$ cat src/rtl/ser40x13_pkg.sv
// rtl/ser40x13_pkg.sv - shared widths for the 40->13 serializer and its 13->40 counterpart
package ser40x13_pkg;

    localparam int W_IN  = 40;
    localparam int W_OUT = 13;
    localparam int BUF_W = W_IN + W_OUT - 1;
    localparam int CNT_W = 6;

    // Left-align the word in the buffer, then drop it below the rem bits still pending.
    function automatic logic [BUF_W-1:0] place_word(input logic [W_IN-1:0]  word,
                                                    input logic [CNT_W-1:0] rem);
        return {word, {(BUF_W-W_IN){1'b0}}} >> rem;
    endfunction

endpackage

$ cat src/rtl/ser40x13_bitbuf.sv
// rtl/ser40x13_bitbuf.sv - pending-bit buffer with 13-bit drain and variable-offset word insert
module ser40x13_bitbuf
    import ser40x13_pkg::*;
(
    input  logic             clk,
    input  logic             rst_n,
    input  logic             emit,
    input  logic             load,
    input  logic [CNT_W-1:0] rem,
    input  logic [W_IN-1:0]  din,
    output logic [BUF_W-1:0] bits
);

    logic [BUF_W-1:0] kept;

    // Bits below the pending count are always zero, so the insert can simply OR in.
    assign kept = emit ? (bits << W_OUT) : bits;

    always_ff @(posedge clk or negedge rst_n) begin
        if (!rst_n) begin
            bits <= '0;
        end else if (load) begin
            bits <= kept | place_word(din, rem);
        end else begin
            bits <= kept;
        end
    end

endmodule

$ cat src/rtl/ser40x13.sv
// rtl/ser40x13.sv - packs 40-bit words into a continuous MSB-first 13-bit stream
module ser40x13
    import ser40x13_pkg::*;
(
    input  logic             Cin,
    input  logic             Rn,
    input  logic [W_IN-1:0]  Din,
    input  logic             Vin,
    output logic             RDY,
    output logic [W_OUT-1:0] Dout,
    output logic             DV,
    output logic             UF
);

    logic [CNT_W-1:0] cnt;
    logic [CNT_W-1:0] rem;
    logic             emit;
    logic             load;
    logic             started;
    logic [BUF_W-1:0] bits;

    assign emit = (cnt >= CNT_W'(W_OUT));
    assign rem  = emit ? (cnt - CNT_W'(W_OUT)) : cnt;
    assign RDY  = (rem <= CNT_W'(W_OUT - 1));
    assign load = Vin && RDY;

    ser40x13_bitbuf u_bitbuf (
        .clk   (Cin),
        .rst_n (Rn),
        .emit  (emit),
        .load  (load),
        .rem   (rem),
        .din   (Din),
        .bits  (bits)
    );

    always_ff @(posedge Cin or negedge Rn) begin
        if (!Rn) begin
            cnt     <= '0;
            Dout    <= '0;
            DV      <= 1'b0;
            UF      <= 1'b0;
            started <= 1'b0;
        end else begin
            cnt <= load ? (rem + CNT_W'(W_IN)) : rem;
            if (emit) begin
                Dout    <= bits[BUF_W-1 -: W_OUT];
                DV      <= 1'b1;
                started <= 1'b1;
            end else begin
                DV <= 1'b0;
                // Once the stream has begun, any idle cycle is a break in the link.
                if (started) begin
                    UF <= 1'b1;
                end
            end
        end
    end

endmodule

$ cat config.mk
export PLATFORM = sky130hd
export DESIGN_NAME = ser40x13
export DESIGN_NICKNAME = d
export VERILOG_FILES = /design/src/rtl/ser40x13_pkg.sv /design/src/rtl/ser40x13_bitbuf.sv /design/src/rtl/ser40x13.sv
export SDC_FILE = /design/constraint.sdc
export NUM_CORES = 1
export LEC_CHECK = 0
export BUFFER_PORTS_ARGS = -buffer_cell sky130_fd_sc_hd__buf_2
export CORE_ASPECT_RATIO = 1.5
export CORE_MARGIN = 2
export CORE_UTILIZATION = 59
export DETAILED_ROUTE_END_ITERATION = 10
export GPL_TIMING_DRIVEN = 0
export PLACE_DENSITY = 0.89
export SLEW_MARGIN = 20
export SYNTH_ARGS = -nofsm -noshare
export SYNTH_HDL_FRONTEND = slang
export SYNTH_SLANG_ARGS = --single-unit
$ cat constraint.sdc
create_clock -name Cin -period 3.55 [get_ports Cin]
set_input_delay 0.355 -clock Cin [delete_from_list [all_inputs] [get_ports Cin]]
set_output_delay 0.355 -clock Cin [all_outputs]
set_load 0.02 [all_outputs]
==> results.sh, run 1 <==
export IMPL_ys_seq_area_share_pct=38.0
export IMPL_post_route_period_util_pct=95.0
export IMPL_startpoint="cnt[0]"
export IMPL_die_area_mm2=0.00902
export IMPL_rows=40
export IMPL_multi_input_area_mm2=0.00287
export IMPL_synth_avg_cell_area_um2=8.97
export IMPL_io_pins=59
export IMPL_clk_latency_ps=340
export IMPL_stdcell_area_mm2=0.00570
export IMPL_vias=4944
export IMPL_synth_top_cell_area_share_pct=38.0
export IMPL_ff_latch_area_mm2=0.00185
export IMPL_path_delay_family="buffers and inverters"
export IMPL_start_kind="flop"
export IMPL_tritoncts="built"
export IMPL_synth_async_reset_ratio_pct=100
export IMPL_min_path_type="in -> reg"
export IMPL_synth_seq_cells=74
export IMPL_clk_pin_slew_worst_paths_ps=60
export IMPL_grt_pass1_wl_um=26100
export IMPL_crit_fanout=10
export IMPL_drv_cap=0
export IMPL_synth_area_mm2=0.00487
export IMPL_clockBufferDepth=2
export IMPL_synth_edf_count=0
export IMPL_slowest_delay_ps=420
export IMPL_worst_setup_path_type="reg -> reg"
export IMPL_path_cells="clkinvlp_4 > ha_1 > nor2b_1 > o21a_1 > buf_6 > xnor2_1 > buf_4 > buf_4 > mux2i_1 > mux2i_1 > mux2i_2 > o221ai_1"
export IMPL_drt_iter0_drc=538
export IMPL_yosys_warnings=0
export IMPL_worst_slack_ps=178
export IMPL_r2r_slack_ps=180
export IMPL_top_layer_used="met4"
export IMPL_cts_buffers=9
export IMPL_drc_errors=0
export IMPL_routed_wl_um=16500
export IMPL_die_w_um=78.2
export IMPL_grt_max_degree=60
export IMPL_postPlaceCellArea_mm2=0.00533
export IMPL_wl_met3_um=1270
export IMPL_netlist_top_cells_area="dfrtp_1 (38%), mux2i_1 (18%), nand2_1 (7.7%)"
export IMPL_diodes=0
export IMPL_grt_usage_pct=38.2
export IMPL_area_growth_synth_to_final_pct=17.0
export IMPL_viasPerCell=6.83
export IMPL_min_period_ps=3370
export IMPL_grt_pass1_vias=4863
export IMPL_grt_overflow=0
export IMPL_critPathCaptureType="flop"
export IMPL_routabilityCongestion=1.06
export IMPL_final_util_pct=71.2
export IMPL_dr_pass1_iters=5
export IMPL_r2r_start="cnt[0]"
export IMPL_start_util_pct=60.9
export IMPL_coreArea_mm2=0.00801
export IMPL_synth_cell_type_count=62
export IMPL_numClockSinks=74
export IMPL_fillCellCount=620
export IMPL_status="complete, no violations"
export IMPL_hp_start="Din[0]"
export IMPL_drt_met1_wl_um=6000
export IMPL_hold_viol=0
export IMPL_port_buffers=58
export IMPL_worstPathArrival_ps=3570
export IMPL_cts_root_buf="clkbuf_16"
export IMPL_nets=660
export IMPL_ant_nets=0
export IMPL_drive_gt1_share_pct=20.7
export IMPL_met2RoutedLength_um=7940
export IMPL_drv_slew=0
export IMPL_cp_num_buf_inv=4
export IMPL_htree_levels=3
export IMPL_syn_inst=543
export IMPL_post_drt_wl_per_cell_um=22.8
export IMPL_synth_top_flop_cell="dfrtp_1"
export IMPL_post_cts_buffers=0
export IMPL_antenna_found_initial=0
export IMPL_finClkSkew_ps=9.79
export IMPL_chipHeight_um=115
export IMPL_max_slew_margin_pct=43.4
export IMPL_place_hpwl_um=12700
export IMPL_required_ps=3750
export IMPL_slowest_stage="dfrtp_1"
export IMPL_yosysTopAreaCell="dfrtp_1"
export IMPL_tightestPinTransition_ps=847
export IMPL_syn_num_nets=589
export IMPL_fmax_mhz=297
export IMPL_setup_viol=0
export IMPL_place_ws_ps=-79.8
export IMPL_rsz0062_at_grt="yes"
==> per-stage QoR <==
stage          hold WS, ps  std cells  setup TNS, ps
3_3_place_gp           433        706              0
4_1_cts                370        724              0
5_1_grt                416        724          -3.66
6_report               373        724              0
3_5_place_dp           237        707          -79.8
2_1_floorplan         59.4        543              0
==> final timing paths <==
kind                                      to  depth (start not counted)
setup reg to reg           u_bitbuf.bits[31]                         12
max in group asynchronous  u_bitbuf.bits[17]                          3
hold / removal              u_bitbuf.bits[5]                          3
min in group asynchronous             cnt[4]                          2
hold reg to reg                           UF                          1
setup / recovery           u_bitbuf.bits[31]                         12
==> registers in the layout (all words and copies together), names as in the netlist <==
name	cells
u_bitbuf.bits	52
Dout	13
cnt	6
DV	1
UF	1
started	1
==> metal layers <==
layer	vias to the layer above	global-route usage [%]
li1	2164	-
met1	2370	44.2
met2	329	63.7
met3	81	6.36
met4	0	28.2
met5	-	0
==> repair_timing <==
action                     CTS  global route
resized for setup            1            19
setup endpoints to repair    1            30
hold buffers                 1             0
hold endpoints to repair    15             0
==> cells in the mapped netlist (10+ instances only) <==
library cell and count:
clkbuf_1 13, o22ai_1 10, buf_2 16, mux2i_1 88, nor2_1 37, o211ai_1 14, dfrtp_1 74, nand3_1 13
a22oi_1 31, nand2_1 100, o21ai_0 14, a21oi_1 19, o221ai_1 26
==> final cells by class <==
type | count | share of cell area [%]
inverter | 10 | 0.724
clock buffer | 11 | 4.43
clock inverter | 5 | 0.658
tap | 105 | 2.30
buffer | 37 | 3.25
timing repair buffer | 60 | 5.79
sequential | 74 | 32.5
multi-input combinational | 422 | 50.4
==> placed cells by master, fill, tap and decap left out, types with 5 or more instances in the layout <==
master	netlist	routed
a21oi_1	19	19
a22oi_1	31	31
buf_2	16	73
clkbuf_1	13	13
clkbuf_16	0	9
dfrtp_1	74	74
inv_1	5	5
mux2i_1	88	74
mux2i_2	0	13
nand2_1	100	100
nand2b_1	5	5
nand3_1	13	13
nor2_1	37	36
nor3_1	5	5
o211ai_1	14	14
o21ai_0	14	13
o221ai_1	26	26
o22ai_1	10	10
==> worst reg2reg max path: stages, from the launching register on <==
cell        delay (ps)
dfrtp_1            420
clkinvlp_4         210
ha_1               320
nor2b_1            190
o21a_1             180
buf_6              140
xnor2_1            230
buf_4              260
buf_4              260
mux2i_1            310
mux2i_1            180
mux2i_2            340
o221ai_1           200
==> kinds of logic (layout without fill, tap and decap cells) <==
logic type,count (synthesis),after routing,share of synthesized area (%)
buffers and inverters,47,123,4.49
flip-flops,74,74,38.0
AO/OA/AOI/OAI,146,146,21.8
multiplexers,90,90,18.5
adder cells (fa/ha/maj),3,3,0.770
AND/OR/NAND/NOR,182,182,16.2
XOR/XNOR,1,1,0.180
Power of run 1 is not shown: default switching activity piles up to over one toggle a cycle in this logic, so the estimate is an artifact.
==> run 2: changes to the inputs <==
--- a/config.mk
+++ b/config.mk
@@ -11,7 +11,7 @@
 export CORE_UTILIZATION = 59
 export DETAILED_ROUTE_END_ITERATION = 10
 export GPL_TIMING_DRIVEN = 0
-export PLACE_DENSITY = 0.89
+export PLACE_DENSITY = 0.86
 export SLEW_MARGIN = 20
 export SYNTH_ARGS = -nofsm -noshare
 export SYNTH_HDL_FRONTEND = slang
==> run 2 against run 1 <==
Against the previous run:
- sequential share of layout area about the same
- first-iteration DRC count is 20% higher
- non-clock buffer count is the same
- sequential cell count unchanged
- global-route usage grew 2.6 points
- via count up 2.7%
- cell count stayed put
- largest cell class unchanged
==> results.sh, run 2 (synthesis gave the netlist of run 1 again) <==
export IMPL_status="complete, no violations"
export IMPL_numClockSinks=74
export IMPL_reg_top3="u_bitbuf.bits (52), Dout (13), cnt (6)"
export IMPL_worstRegToRegCells=12
export IMPL_critPathCaptureType="flop"
export IMPL_drv_slew=0
export IMPL_start_util_pct=60.9
export IMPL_tritoncts="built"
export IMPL_clk_latency_ps=340
export IMPL_fillCellCount=616
export IMPL_hp_start="Din[0]"
export IMPL_antenna_found_initial=0
export IMPL_clk_pin_slew_worst_paths_ps=60
export IMPL_fmax_mhz=288
export IMPL_grt_pass1_vias=5138
export IMPL_worstReg2RegEnd="u_bitbuf.bits[26]"
export IMPL_cts_buffers=9
export IMPL_grt_overflow=0
export IMPL_dr_pass1_iters=5
export IMPL_hold_viol=0
export IMPL_worst_setup_path_type="reg -> reg"
export IMPL_post_drt_wl_per_cell_um=24.7
export IMPL_slowest_stage="nor2_1"
export IMPL_rows=40
export IMPL_drive_gt1_share_pct=18.9
export IMPL_r2r_start="cnt[0]"
export IMPL_crit_fanout=10
export IMPL_worstPathArrival_ps=3670
export IMPL_cts_root_buf="clkbuf_16"
export IMPL_htree_levels=3
export IMPL_top_register="u_bitbuf.bits"
export IMPL_routed_wl_um=17900
export IMPL_tightestPinTransition_ps=903
export IMPL_io_pins=59
export IMPL_layout_commonest_cell="nand2_1"
export IMPL_min_path_type="in -> reg"
export IMPL_path_delay_family="simple AND/OR/NAND/NOR gates"
export IMPL_ant_nets=0
export IMPL_grt_max_degree=52
export IMPL_viasPerCell=7.01
export IMPL_largest_reg_flops=52
export IMPL_drc_errors=0
export IMPL_chipHeight_um=115
export IMPL_r2r_slack_ps=80
export IMPL_drt_iter0_drc=644
export IMPL_cp_depth=12
export IMPL_min_period_ps=3470
export IMPL_vias=5077
export IMPL_grt_pass1_wl_um=27700
export IMPL_finClkSkew_ps=5.62
export IMPL_holdPathStages=3
export IMPL_ff_latch_area_mm2=0.00185
export IMPL_cp_num_buf_inv=4
export IMPL_min_to="u_bitbuf.bits[5]"
export IMPL_port_buffers=58
export IMPL_clockBufferDepth=2
export IMPL_post_cts_buffers=0
export IMPL_start_kind="flop"
export IMPL_routabilityCongestion=1.04
export IMPL_max_slew_margin_pct=39.8
export IMPL_nets=660
export IMPL_coreArea_mm2=0.00801
export IMPL_drv_cap=0
export IMPL_slowest_delay_ps=500
export IMPL_multi_input_area_mm2=0.00282
export IMPL_area_growth_synth_to_final_pct=16.8
export IMPL_path_cells="clkinvlp_4 > ha_1 > nor2b_1 > o21a_1 > buf_6 > o21ai_2 > inv_2 > nor2_1 > buf_2 > a22oi_1 > nand2_1 > o221ai_1"
export IMPL_final_cell_mix="nand2_1 (100), mux2i_1 (85), dfrtp_1 (74)"
export IMPL_post_route_period_util_pct=97.8
export IMPL_die_w_um=78.2
export IMPL_grt_usage_pct=40.8
export IMPL_diodes=0
export IMPL_place_hpwl_um=13300
export IMPL_setup_viol=0
export IMPL_die_area_mm2=0.00902
export IMPL_required_ps=3750
export IMPL_hold_ws_ps=391
==> run 2: layout make-up <==
cell class	count	area share (%)
timing repair buffer	60	5.80
tap	105	2.31
multi-input combinational	422	49.5
buffer	37	3.21
inverter	10	0.725
clock buffer	11	4.44
clock inverter	5	1.49
sequential	74	32.5
==> run 2: layer usage <==
metal	wire (µm)	up-vias	GRT usage [%]
li1	-	2163	-
met1	6400	2444	45.9
met2	8560	370	68.9
met3	1530	100	8.40
met4	1380	0	29.0
met5	0	-	0
==> run 2: worst reg2reg max path, stage by stage, from the launching register on <==
cell and delay [ps]:
dfrtp_1 430, clkinvlp_4 220, ha_1 320, nor2b_1 180, o21a_1 180, buf_6 140, o21ai_2 350, inv_2 140
nor2_1 500, buf_2 340, a22oi_1 100, nand2_1 260, o221ai_1 180
==> run 2: worst max-delay path by stage <==
stage / endpoint / slack [ps] / start
3_3_place_gp: u_bitbuf.bits[31] / 180 / cnt[0]
2_1_floorplan: u_bitbuf.bits[18] / 850 / cnt[0]
3_5_place_dp: u_bitbuf.bits[31] / 160 / cnt[0]
4_1_cts: u_bitbuf.bits[18] / 80 / cnt[0]
5_1_grt: u_bitbuf.bits[23] / -10 / cnt[0]
6_report: u_bitbuf.bits[26] / 80 / cnt[0]
==> run 2: what timing repair did <==
action                                  CTS  global route
endpoints found under the setup margin    0            16
hold endpoints to repair                 23             0
resized for setup                         0             8
hold buffers                              1             0
==> run 2: through the flow <==
| step | setup TNS (ps) | cells | utilization (%) | area [µm²] | worst slack (ps) |
|---|---|---|---|---|---|
| floorplan | 0 | 543 | - | 4870 | 847 |
| global placement | 0 | 706 | 66.1 | 5300 | 179 |
| detailed placement | 0 | 707 | 66.5 | 5330 | 159 |
| CTS | 0 | 724 | 70.8 | 5670 | 79.5 |
| global route | -26.1 | 724 | 71.1 | 5690 | -14.6 |
| finish | 0 | 724 | 71.1 | 5690 | 78.4 |
Power of run 2 is left out for the same reason.
